**src/rtl/processor_pkg.sv**
```systemverilog
// Shared constants and types for the staged processor front end.
// Fetch-queue entry layout and default sizing live here.
package processor_pkg;

  localparam int ADDR_SIZE_DEFAULT   = 18;
  localparam int WORD_SIZE_DEFAULT   = 18;
  localparam int FETCH_DEPTH_DEFAULT = 4;
  localparam int RESET_IP_DEFAULT    = 0;

  typedef struct packed {
    logic [ADDR_SIZE_DEFAULT-1:0] ip;
    logic [WORD_SIZE_DEFAULT-1:0] word;
  } fetch_entry_t;

endpackage

```
**src/rtl/fetch_queue_mem.sv**
```systemverilog
// Prefetch queue storage: one write port, async read at the head.
// Data is not reset; occupancy is tracked by the owner's count.
module fetch_queue_mem
  import processor_pkg::*;
#(
  parameter int DEPTH = FETCH_DEPTH_DEFAULT,
  parameter int WIDTH = ADDR_SIZE_DEFAULT + WORD_SIZE_DEFAULT,
  localparam int PW = $clog2(DEPTH)
) (
  input  logic             clock,
  input  logic             wr_en,
  input  logic [PW-1:0]    wr_ptr,
  input  logic [WIDTH-1:0] wr_data,
  input  logic [PW-1:0]    rd_ptr,
  output logic [WIDTH-1:0] rd_data
);

  logic [WIDTH-1:0] mem [DEPTH];

  always_ff @(posedge clock) begin
    if (wr_en) mem[wr_ptr] <= wr_data;
  end

  assign rd_data = mem[rd_ptr];

endmodule

```
**src/rtl/processor_fetch_queue.sv**
```systemverilog
// Instruction-fetch front end: sequential code reads into a
// DEPTH-entry prefetch queue drained by decode via valid/ready.
module processor_fetch_queue
  import processor_pkg::*;
#(
  parameter int ADDR_SIZE = ADDR_SIZE_DEFAULT,
  parameter int WORD_SIZE = WORD_SIZE_DEFAULT,
  parameter int DEPTH     = FETCH_DEPTH_DEFAULT,
  parameter int RESET_IP  = RESET_IP_DEFAULT,
  localparam int QW = $clog2(DEPTH+1),
  localparam int CW = QW + 1,
  localparam int PW = $clog2(DEPTH)
) (
  input  logic                 clock,
  input  logic                 reset,
  output logic [ADDR_SIZE-1:0] code_addr,
  input  logic [WORD_SIZE-1:0] code_word,
  input  logic                 halt,
  input  logic                 redirect_valid,
  input  logic [ADDR_SIZE-1:0] redirect_ip,
  output logic                 out_valid,
  output logic [ADDR_SIZE-1:0] out_ip,
  output logic [WORD_SIZE-1:0] out_word,
  input  logic                 out_ready,
  output logic [QW-1:0]        queue_count
);

  logic [ADDR_SIZE-1:0] fetch_ip;
  logic [ADDR_SIZE-1:0] pending_ip;
  logic                 pending;
  logic [PW-1:0]        wr_ptr;
  logic [PW-1:0]        rd_ptr;
  logic [QW-1:0]        count_r;
  logic [QW-1:0]        count_next;
  logic [CW-1:0]        credit;
  logic                 fire;
  logic                 push;
  logic                 pop;

  logic [ADDR_SIZE+WORD_SIZE-1:0] head;

  function automatic logic [PW-1:0] wrap_inc(
    input logic [PW-1:0] p
  );
    return (p == PW'(DEPTH-1)) ? '0 : p + 1'b1;
  endfunction

  assign out_valid   = (count_r != '0);
  assign pop         = out_valid && out_ready;
  assign push        = pending && !redirect_valid;
  assign queue_count = count_r;
  assign code_addr   = fetch_ip;

  // In-flight read holds a slot so its push can never overflow.
  assign credit = CW'(count_r) + CW'(pending) - CW'(pop);
  assign fire   = !halt && !redirect_valid
                && (credit < CW'(DEPTH));

  always_comb begin
    count_next = count_r;
    unique case (1'b1)
      push && !pop: count_next = count_r + 1'b1;
      pop && !push: count_next = count_r - 1'b1;
      default: ;
    endcase
  end

  always_ff @(posedge clock or negedge reset) begin
    if (!reset) begin
      fetch_ip   <= ADDR_SIZE'(RESET_IP);
      pending_ip <= '0;
      pending    <= 1'b0;
      wr_ptr     <= '0;
      rd_ptr     <= '0;
      count_r    <= '0;
    end else if (redirect_valid) begin
      fetch_ip <= redirect_ip;
      pending  <= 1'b0;
      wr_ptr   <= '0;
      rd_ptr   <= '0;
      count_r  <= '0;
    end else begin
      pending <= fire;
      if (fire) begin
        pending_ip <= fetch_ip;
        fetch_ip   <= fetch_ip + 1'b1;
      end
      if (push) wr_ptr <= wrap_inc(wr_ptr);
      if (pop)  rd_ptr <= wrap_inc(rd_ptr);
      count_r <= count_next;
    end
  end

  fetch_queue_mem #(
    .DEPTH (DEPTH),
    .WIDTH (ADDR_SIZE + WORD_SIZE)
  ) u_mem (
    .clock   (clock),
    .wr_en   (push),
    .wr_ptr  (wr_ptr),
    .wr_data ({pending_ip, code_word}),
    .rd_ptr  (rd_ptr),
    .rd_data (head)
  );

  assign out_ip   = head[ADDR_SIZE+WORD_SIZE-1:WORD_SIZE];
  assign out_word = head[WORD_SIZE-1:0];

endmodule

```
**config.mk**
```make
export PLATFORM = sky130hd
export DESIGN_NAME = processor_fetch_queue
export DESIGN_NICKNAME = d
export VERILOG_FILES = /design/src/rtl/processor_pkg.sv /design/src/rtl/fetch_queue_mem.sv /design/src/rtl/processor_fetch_queue.sv
export SDC_FILE = /design/constraint.sdc
export NUM_CORES = 1
export LEC_CHECK = 0
export BUFFER_PORTS_ARGS = -buffer_cell sky130_fd_sc_hd__buf_4
export CORE_MARGIN = 10
export CORE_UTILIZATION = 40
export DETAILED_ROUTE_END_ITERATION = 7
export PLACE_DENSITY = 0.68
export SYNTH_ARGS = -nofsm -noshare
export SYNTH_HDL_FRONTEND = slang
export SYNTH_SLANG_ARGS = --single-unit
```
**constraint.sdc**
```tcl
create_clock -name clock -period 3.52 [get_ports clock]
set_input_delay 0.352 -clock clock [delete_from_list [all_inputs] [get_ports clock]]
set_output_delay 0.352 -clock clock [all_outputs]
set_load 0.03 [all_outputs]
```
==> impl_metrics.yaml, run 1 <==
clocking:
  numCtsBuffers: 17
  hold_buffers: 1
  clockBufferDepth: 2
  clock_latency_ps: 420
  cts_resized: 0
  cts_root_buffer: "clkbuf_16"
  cts_sinks: 188
  cts_tree: "built"
  ctsHtreeMaxLevel: 4
  cts_setup_buffers: 0
  clk_pin_slew_ps: 70
hold_path:
  hold_start: "code_word[1]"
  hold_class: "input pin to flip-flop"
  hold_path_depth: 1
  holdPathEnd: "u_mem.mem[0][1]$_DFFE_PP_"
layout:
  diodes: 0
  areaGrowthSynthToFinish_pct: 20.3
  stdcell_area_um2: 9440
  drive_gt1_frac: 0.345
  nNetsFinal: 604
  seqCellArea_um2: 5430
  multi_input_area_um2: 2280
  fillCellCount: 1694
critical_path:
  cp_slowest_cell: "or4b_1"
  path_cells: "o31a_1 -> ha_1 -> inv_1 -> ha_1 -> and3b_1 -> or4b_1 -> a21oi_4 -> buf_4 -> mux2_2"
  cp-start-kind: "flip-flop"
  critical_path.most_common_cell: "ha_1"
  worstPathMaxFanout: 19
  reg2reg_depth: 9
  rrSetupSlack_ps: 410
  r2r_end: "pending_ip[1]$_DFFE_PN0P_"
  critPathArrivalTime_ps: 3420
  reg2reg_from: "queue_count[0]$_DFFE_PN0P_"
  cp_data_required_time_ps: 3830
  cpPeakStageDelay_ps: 590
  endpoint_kind: "flip-flop"
  worstSetupPathType: "flip-flop to flip-flop"
pwr:
  intPower_uw: 5010
  leakage_uw: 0.00328
  seqPwrFrac: 0.422
  switching_share: 0.349
  pwr-share-comb: 0.339
  power.switching_uw: 2690
  peakVddDrop_mv: 0.576
  cellPowerDensity_nw_per_um2: 816
  pwr-share-clk: 0.238
sta:
  finalHoldViolCount: 0
  fin_skew_ps: 6.88
  final_max_slew_viol_count: 0
  max_freq_mhz: 321
  period_share: 0.884
  fin_crit_ps: 3110
  maxSlewHeadroom: 0.315
  rsz0062_at_grt: "no"
  setup-tns-final_ps: 0
  setup_violations: 0
  tightestPinTransition_ps: 1030
synthesis:
  ys_ff_latch: 188
  synthArstFlopShare: 0.234
  synth_nets: 507
  synth_area_per_cell_um2: 17.2
  ys_types: 50
  synth_area_um2: 7850
  synth_seq_area_share: 0.691
  netlist_instances: 457
  ys.flop_type: "edfxtp_1"
  synth_edf_count: 144
  ys_warn_count: 0
place:
  gp_congestion: 0.818
  hpwl_mm: 11.0
  dpl-instance-area_um2: 8860
  portBuffers: 98
drt:
  postRouteWirelength_mm: 16.9
  viasPerCell: 5.41
  postRouteAntennaNets: 0
  dr_total_vias: 4498
  drc: 0
  drt_iter0_drc: 368
  wire_per_inst_um: 20.3
  dr.pass1.iters: 4
floorplanning:
  core_um2: 19400
  dieWidth_um: 160
  start_util: 0.405
  die_h_um: 160
  design.die.area_um2: 25600
  std_cell_rows: 51
  num_io_pins: 99
global_route:
  track_usage: 0.131
  antenna_found_initial: 0
  grt_pass1_vias: 4664
  grt_pass1_wl_mm: 26.5
  grt_overflow: 0
  grt_max_degree: 67
status:
  status: "completed"
run:
  maxCapViolCount: 0
[logic make-up (layout without fill, tap and decap cells)]
family / count (synthesis) / count (layout) / share of synthesized area
compound gates: 56 / 56 / 0.0521
xor+xnor: 6 / 6 / 0.00670
fa+ha+maj: 9 / 9 / 0.0153
buf+inv: 34 / 143 / 0.0188
flops: 188 / 188 / 0.691
mux: 57 / 57 / 0.137
simple gates: 107 / 107 / 0.0784
[worst max-delay path by stage]
| stage | from | to | slack (ps) | cells after the start |
|---|---|---|---|---|
| after floorplan | queue_count[0]$_DFFE_PN0P_ | pending_ip[0]$_DFFE_PN0P_ | 320 | 11 |
| after global placement | queue_count[0]$_DFFE_PN0P_ | pending_ip[6]$_DFFE_PN0P_ | 480 | 9 |
| after detailed placement | queue_count[0]$_DFFE_PN0P_ | pending_ip[1]$_DFFE_PN0P_ | 410 | 9 |
| after CTS | queue_count[0]$_DFFE_PN0P_ | pending_ip[1]$_DFFE_PN0P_ | 390 | 9 |
| after global routing | queue_count[0]$_DFFE_PN0P_ | pending_ip[1]$_DFFE_PN0P_ | 260 | 9 |
| final | queue_count[0]$_DFFE_PN0P_ | pending_ip[1]$_DFFE_PN0P_ | 410 | 9 |
[placed cells by master, fill, tap and decap left out, drive strengths merged, types with 3 or more instances in the layout]
cell / n
clkinv: 8
xnor2: 5
mux4: 36
ha: 8
buf: 105
o2111ai: 5
edfxtp: 144
a22oi: 3
o21ai: 8
a21oi: 11
nor2: 17
mux2i: 3
and3: 4
nor4: 4
nor3: 5
inv: 10
nor2b: 11
nand2: 9
nand3: 21
a211oi: 5
o211ai: 9
mux2: 18
and4: 4
a221oi: 3
clkbuf: 17
nand4: 4
nor4b: 4
nand2b: 6
and2: 6
nor3b: 5
dfrtp: 44
[power groups by stage]
stage               Clock (µW)  Sequential [µW]  Combinational (µW)
finish                    1830             3250                2610
global route              1980             3320                2810
CTS                       1880             3260                2660
detailed placement           0             3300                2640
global placement             0             3260                2590
floorplan                    0             3280                1720
[area by class of cell]
cell class,count,area share
Clock buffer,17,0.0451
Timing Repair Buffer,106,0.0859
Multi-Input combinational cell,235,0.242
Tap cell,265,0.0351
Clock inverter,14,0.0150
Sequential cell,188,0.575
Inverter,6,0.00239
[sequential cells by signal (all words and copies together), names as in the netlist]
name and cells:
u_mem.mem 144, pending 1, rd_ptr 2, code_addr 18, wr_ptr 2, pending_ip 18, queue_count 3
[per-stage QoR]
stage	hold slack [ps]	std cells	utilization	worst slack, ps	total power [µW]
after detailed placement	390	799	0.457	411	5940
after global placement	382	799	0.457	479	5850
final	122	831	0.487	407	7700
after global routing	101	831	0.487	259	8110
after floorplan	56.4	457	-	321	4990
after CTS	102	831	0.487	394	7790
[worst max-delay path: cells and delay by family (launching register included)]
family	cells	cell delay, ps
flip-flops	1	460
AND/OR/NAND/NOR	2	790
AO/OA/AOI/OAI	2	590
adder cells (fa/ha/maj)	2	420
buffers and inverters	2	360
multiplexers	1	380
[synthesized netlist by cell type (all sizes together), types with 8 or more instances]
master / instances / share of area
mux4: 36 / 0.10
edfxtp: 144 / 0.55
clkbuf: 20 / 0.0096
dfrtp: 44 / 0.14
buf: 8 / 0.0064
o211ai: 9 / 0.0086
o21ai: 8 / 0.0051
nand2: 9 / 0.0043
nor2: 17 / 0.0081
mux2: 18 / 0.030
nor2b: 11 / 0.0088
nand3: 21 / 0.013
ha: 8 / 0.013
a21oi: 11 / 0.0085
[layer usage]
layer | routed length (µm) | track usage
met1 | 7320 | 0.170
met2 | 8240 | 0.205
met3 | 1120 | 0.0455
met4 | 191 | 0.0371
met5 | 0 | 0
(Power assumes the default switching activity.)
==> run 2, diff against run 1 <==
--- a/config.mk
+++ b/config.mk
@@ -10,6 +10,7 @@
 export CORE_UTILIZATION = 40
 export DETAILED_ROUTE_END_ITERATION = 7
 export PLACE_DENSITY = 0.68
+export SLEW_MARGIN = 20
 export SYNTH_ARGS = -nofsm -noshare
 export SYNTH_HDL_FRONTEND = slang
 export SYNTH_SLANG_ARGS = --single-unit
==> constraint.sdc (replaced) <==
create_clock -name clock -period 3 [get_ports clock]
set_input_delay 0.3 -clock clock [delete_from_list [all_inputs] [get_ports clock]]
set_output_delay 0.3 -clock clock [all_outputs]
set_load 0.03 [all_outputs]
==> run 2 against run 1 <==
  * Clock power increased by 21%
  * Fmax increased by 7.2%
  * Final cell count increased by 0.72%
  * Via count increased by 1.0%
  * Die area unchanged
  * Clock skew increased by 2.3 ps
  * Sequential power increased by 16%
  * Sequential share of layout area decreased by 0.53 points
  * Combinational power increased by 22%
  * Register-to-register slack got worse by 310 ps
  * Count of clock-buffer cells in the layout increased by 1
  * Critical path depth unchanged
==> impl_metrics.yaml, run 2 (synthesis gave the netlist of run 1 again) <==
floorplanning:
  std_cell_rows: 51
  die_h_um: 160
  start_util: 0.405
  dieWidth_um: 160
  design.die.area_um2: 25600
  num_io_pins: 99
  core_um2: 19400
critical_path:
  worstPathMaxFanout: 19
  critPathArrivalTime_ps: 3210
  cp_data_required_time_ps: 3310
  endpoint_kind: "flip-flop"
  cp-start-kind: "flip-flop"
  worstSetupPathType: "flip-flop to flip-flop"
drt:
  drt_iter0_drc: 344
  viasPerCell: 5.43
  drc: 0
  dr_total_vias: 4543
  wire_per_inst_um: 20.5
  postRouteAntennaNets: 0
  postRouteWirelength_mm: 17.1
  dr.pass1.iters: 5
global_route:
  antenna_found_initial: 0
  grt_pass1_wl_mm: 26.8
  track_usage: 0.134
  grt_max_degree: 67
  grt_pass1_vias: 4671
  grt_overflow: 0
layout:
  nNetsFinal: 609
  layout_common_cells: "144 x edfxtp_1, 108 x buf_4, 39 x dfrtp_1"
  drive_gt1_frac: 0.367
  areaGrowthSynthToFinish_pct: 21.5
  largest_reg_flops: 144
  diodes: 0
  fillCellCount: 1673
  layout_commonest_cell: "edfxtp_1"
  stdcell_count: 837
  regMostFlops: "u_mem.mem"
run:
  maxCapViolCount: 0
sta:
  timing.hold.ws_ps: 68.6
  tightestPinTransition_ps: 629
  final_max_slew_viol_count: 0
  max_freq_mhz: 344
  finalHoldViolCount: 0
  period_share: 0.968
  fin_skew_ps: 9.16
  rsz0062_at_grt: "no"
  maxSlewHeadroom: 0.580
  setup_violations: 0
  fin_crit_ps: 2900
  setup-tns-final_ps: 0
pwr:
  peakVddDrop_mv: 0.643
  leakage_uw: 0.00331
  cellPowerDensity_nw_per_um2: 961
clocking:
  numCtsBuffers: 17
  cts_tree: "built"
  clk_pin_slew_ps: 70
  cts_root_buffer: "clkbuf_16"
  clock_latency_ps: 430
  clockBufferDepth: 2
  ctsHtreeMaxLevel: 4
  cts_sinks: 188
place:
  gp_congestion: 0.822
  hpwl_mm: 11.0
  portBuffers: 98
  dp.cells: 804
hold_path:
  hold_class: "input pin to flip-flop"
status:
  status: "completed"
## run 2: cell types whose count changed in the layout (fill, tap and decap cells not counted), sizes merged
| cell | previous run | this run |
|---|---|---|
| clkbuf | 17 | 18 |
| clkinvlp | 0 | 1 |
| clkinv | 8 | 4 |
| bufinv | 2 | 1 |
| buf | 105 | 110 |
| inv | 10 | 14 |
## run 2: path summary, 6_finish.rpt
| check | startpoint | slack, ps | endpoint | cells after the start |
|---|---|---|---|---|
| setup / recovery | queue_count[1]$_DFFE_PN0P_ | 100 | pending_ip[3]$_DFFE_PN0P_ | 9 |
| hold / removal | code_word[5] | 70 | u_mem.mem[0][5]$_DFFE_PP_ | 1 |
| setup reg to reg | queue_count[1]$_DFFE_PN0P_ | 100 | pending_ip[3]$_DFFE_PN0P_ | 9 |
| hold reg to reg | pending_ip[9]$_DFFE_PN0P_ | 520 | u_mem.mem[3][27]$_DFFE_PP_ | 0 |
| max in group asynchronous | reset | 2150 | rd_ptr[1]$_DFFE_PN0P_ | 2 |
| min in group asynchronous | reset | 420 | wr_ptr[1]$_DFFE_PN0P_ | 2 |
## run 2: report_power, final
group | switching [µW] | total [µW] | internal (µW)
Combinational | 1800 | 3180 | 1390
Clock | 1030 | 2210 | 1180
Sequential | 466 | 3770 | 3310
Total | 3290 | 9160 | 5880
## run 2: stage by stage
| step | cell area (µm²) | utilization | total power, µW | worst slack (ps) |
|---|---|---|---|---|
| CTS | 9530 | 0.491 | 9270 | 78.9 |
| finish | 9530 | 0.491 | 9160 | 96.2 |
| global placement | 8940 | 0.461 | 6920 | 193 |
| detailed placement | 8940 | 0.461 | 7040 | 122 |
| global route | 9530 | 0.491 | 9630 | 3.84 |
| floorplan | 7890 | - | 5910 | -82.7 |
## run 2: cell type report
cell class,count,area (µm²),share of cell area
Clock buffer,18,429,0.0450
Clock inverter,14,153,0.0160
Inverter,6,22.5,0.00236
Multi-Input combinational cell,235,2310,0.242
Sequential cell,188,5430,0.570
Tap cell,265,332,0.0348
Timing Repair Buffer,111,861,0.0903
## run 2: routing by layer
metal / track usage / share of wire / wire [µm] / up-vias
met5: 0 / 0 / 0 / -
met4: 0.0463 / 0.012 / 197 / 0
met3: 0.0355 / 0.060 / 1030 / 19
met2: 0.211 / 0.49 / 8340 / 178
met1: 0.174 / 0.44 / 7560 / 2306
li1: - / - / - / 2040
## run 2: critical path, stage by stage (launching register included)
cell	delay, ps
dfrtp_2	460
o31a_1	350
ha_4	180
inv_2	50
ha_4	180
and3b_2	220
or4b_1	590
a21oi_4	180
buf_12	200
mux2_2	360
## run 2: what timing repair did
item / 4_1_cts / 5_1_grt
setup buffers: 0 / 0
gates resized for setup: 0 / 0
hold buffers: 1 / 0
endpoints found under the hold margin: 44 / 0
==> run 3, diff against run 2 <==
--- a/config.mk
+++ b/config.mk
@@ -5,6 +5,7 @@
 export SDC_FILE = /design/constraint.sdc
 export NUM_CORES = 1
 export LEC_CHECK = 0
+export ABC_AREA = 1
 export BUFFER_PORTS_ARGS = -buffer_cell sky130_fd_sc_hd__buf_4
 export CORE_MARGIN = 10
 export CORE_UTILIZATION = 40
==> run 3 against run 2 <==
  * Total power decreased by 12%
  * Fmax increased by 11%
  * Critical path depth increased by 8
  * Largest cell class unchanged
==> impl_metrics.yaml, run 3 <==
status:
  status: "completed"
pwr:
  peakVddDrop_mv: 0.406
  leakage_uw: 0.00370
  cellPowerDensity_nw_per_um2: 851
floorplanning:
  die_h_um: 160
  core_um2: 19400
  dieWidth_um: 160
  start_util: 0.406
  num_io_pins: 99
  std_cell_rows: 51
  design.die.area_um2: 25700
critical_path:
  cp_data_required_time_ps: 3310
  endpoint_kind: "flip-flop"
  cp-start-kind: "flip-flop"
  worstSetupPathType: "flip-flop to flip-flop"
  critPathArrivalTime_ps: 2930
  worstPathMaxFanout: 31
place:
  hpwl_mm: 11.0
  gp_congestion: 0.849
  portBuffers: 98
  dpl-instance-area_um2: 8910
synthesis:
  synth-simple-area-share: 0.149
  synth_top_family_by_area: "simple AND/OR/NAND/NOR gates"
  synth_nets: 749
  synth_common_cells: "144 x edfxtp_1, 122 x nand2_1, 100 x nor2_1"
  netlist_instances: 699
  synth_area_per_cell_um2: 11.3
  synth_fa_ha_area_frac: 0.0152
  synth_top_area_cell: "edfxtp_1"
  synth_seq_area_share: 0.688
  synth_area_um2: 7880
  synth_compound_area_frac: 0.105
  ys_ff_latch: 188
  synthArstFlopShare: 0.234
  synth.top_cells.by_area: "edfxtp_1 55%, dfrtp_1 14%, o21ai_0 5.8%"
  ys_warn_count: 0
  synth_edf_count: 144
  ys_types: 34
  synthXorXnorAreaFrac: 0.00222
  synth_top_area_frac: 0.549
  synth_most_common_cell: "edfxtp_1"
  synthMuxAreaShare: 0
  ys.flop_type: "edfxtp_1"
drt:
  wire_per_inst_um: 16.1
  dr.pass1.iters: 5
  viasPerCell: 4.99
  postRouteAntennaNets: 0
  drc: 0
  drt_iter0_drc: 338
  postRouteWirelength_mm: 17.3
  dr_total_vias: 5339
global_route:
  grt_pass1_wl_mm: 27.9
  grt_overflow: 0
  antenna_found_initial: 0
  grt_max_degree: 74
  track_usage: 0.134
  grt_pass1_vias: 5335
clocking:
  clk_pin_slew_ps: 70
  ctsHtreeMaxLevel: 4
  numCtsBuffers: 17
  clock_latency_ps: 420
  cts_sinks: 188
  clockBufferDepth: 2
  cts_tree: "built"
  cts_setup_buffers: 0
  cts_resized: 0
  cts_root_buffer: "clkbuf_16"
hold_path:
  hold_class: "input pin to flip-flop"
layout:
  drive_gt1_frac: 0.208
  largest_reg_flops: 144
  diodes: 0
  areaGrowthSynthToFinish_pct: 20.4
  nNetsFinal: 843
  layout_commonest_cell: "edfxtp_1"
  layout_common_cells: "144 x edfxtp_1, 122 x nand2_1, 105 x buf_4"
  stdcell_area_um2: 9490
  regMostFlops: "u_mem.mem"
sta:
  maxSlewHeadroom: 0.518
  final_max_slew_viol_count: 0
  fin_skew_ps: 6.73
  setup-tns-final_ps: 0
  finalHoldViolCount: 0
  period_share: 0.874
  max_freq_mhz: 381
  tightestPinTransition_ps: 723
  fin_crit_ps: 2620
  setup_violations: 0
  rsz0062_at_grt: "no"
run:
  maxCapViolCount: 0
## run 3: area by class of cell
cell class	count	area [µm²]
Clock buffer	20	437
Clock inverter	12	136
Fill cell	1788	9910
Inverter	41	154
Multi-Input combinational cell	437	2170
Sequential cell	188	5430
Tap cell	265	332
Timing Repair Buffer	108	838
## run 3: what timing repair did
action,4_1_cts,5_1_grt
setup endpoints to repair,0,0
hold buffers,1,0
endpoints found under the hold margin,44,0
## run 3: metal layers
metal | track usage | vias to the layer above | share of wire
met1 | 0.170 | 2542 | 0.45
met5 | 0 | - | 0
met2 | 0.214 | 161 | 0.47
li1 | - | 2624 | -
met3 | 0.0404 | 12 | 0.066
met4 | 0.0442 | 0 | 0.012
## run 3: where the power goes
part           internal, µW  switching [µW]  total (µW)
Sequential             3200             302        3500
Clock                  1240             954        2190
Combinational           793            1600        2390
## run 3: final timing paths
kind | start | end | slack, ps | cells past startpoint
setup / recovery | queue_count[2]$_DFFE_PN0P_ | code_addr[10]$_DFFE_PN0P_ | 380 | 17
setup reg to reg | queue_count[2]$_DFFE_PN0P_ | code_addr[10]$_DFFE_PN0P_ | 380 | 17
max in group asynchronous | reset | rd_ptr[0]$_DFFE_PN0P_ | 2160 | 2
hold reg to reg | pending_ip[11]$_DFFE_PN0P_ | u_mem.mem[2][29]$_DFFE_PP_ | 530 | 0
hold / removal | code_word[14] | u_mem.mem[3][14]$_DFFE_PP_ | 70 | 1
min in group asynchronous | reset | code_addr[1]$_DFFE_PN0P_ | 410 | 2
## run 3: cells by family (layout without fill, tap and decap cells)
family,count (synthesis),after routing
compound gates,151,151
xor+xnor,2,2
fa+ha+maj,9,9
buf+inv,74,181
flops,188,188
simple gates,275,275
## run 3: worst max-delay path, stage by stage (launching register included)
cell	delay, ps
dfrtp_1	420
inv_1	150
nand3_1	140
nand2_2	130
inv_1	70
ha_1	180
inv_1	50
ha_1	230
nand2_1	70
inv_1	40
nand2_2	80
nand3_2	80
nand2_4	110
inv_2	50
nand2_4	230
nand2_2	250
nand2_1	150
o21ai_2	60
## run 3: metrics by stage
stage	hold WS (ps)	total power [µW]	worst slack [ps]	utilization	cells
after floorplan	4.41	5090	262	-	699
after global placement	331	5920	443	0.459	1038
after detailed placement	342	5970	371	0.459	1038
after CTS	56.3	8150	350	0.489	1071
after global routing	56.0	8500	114	0.489	1071
final	74.1	8080	377	0.489	1071
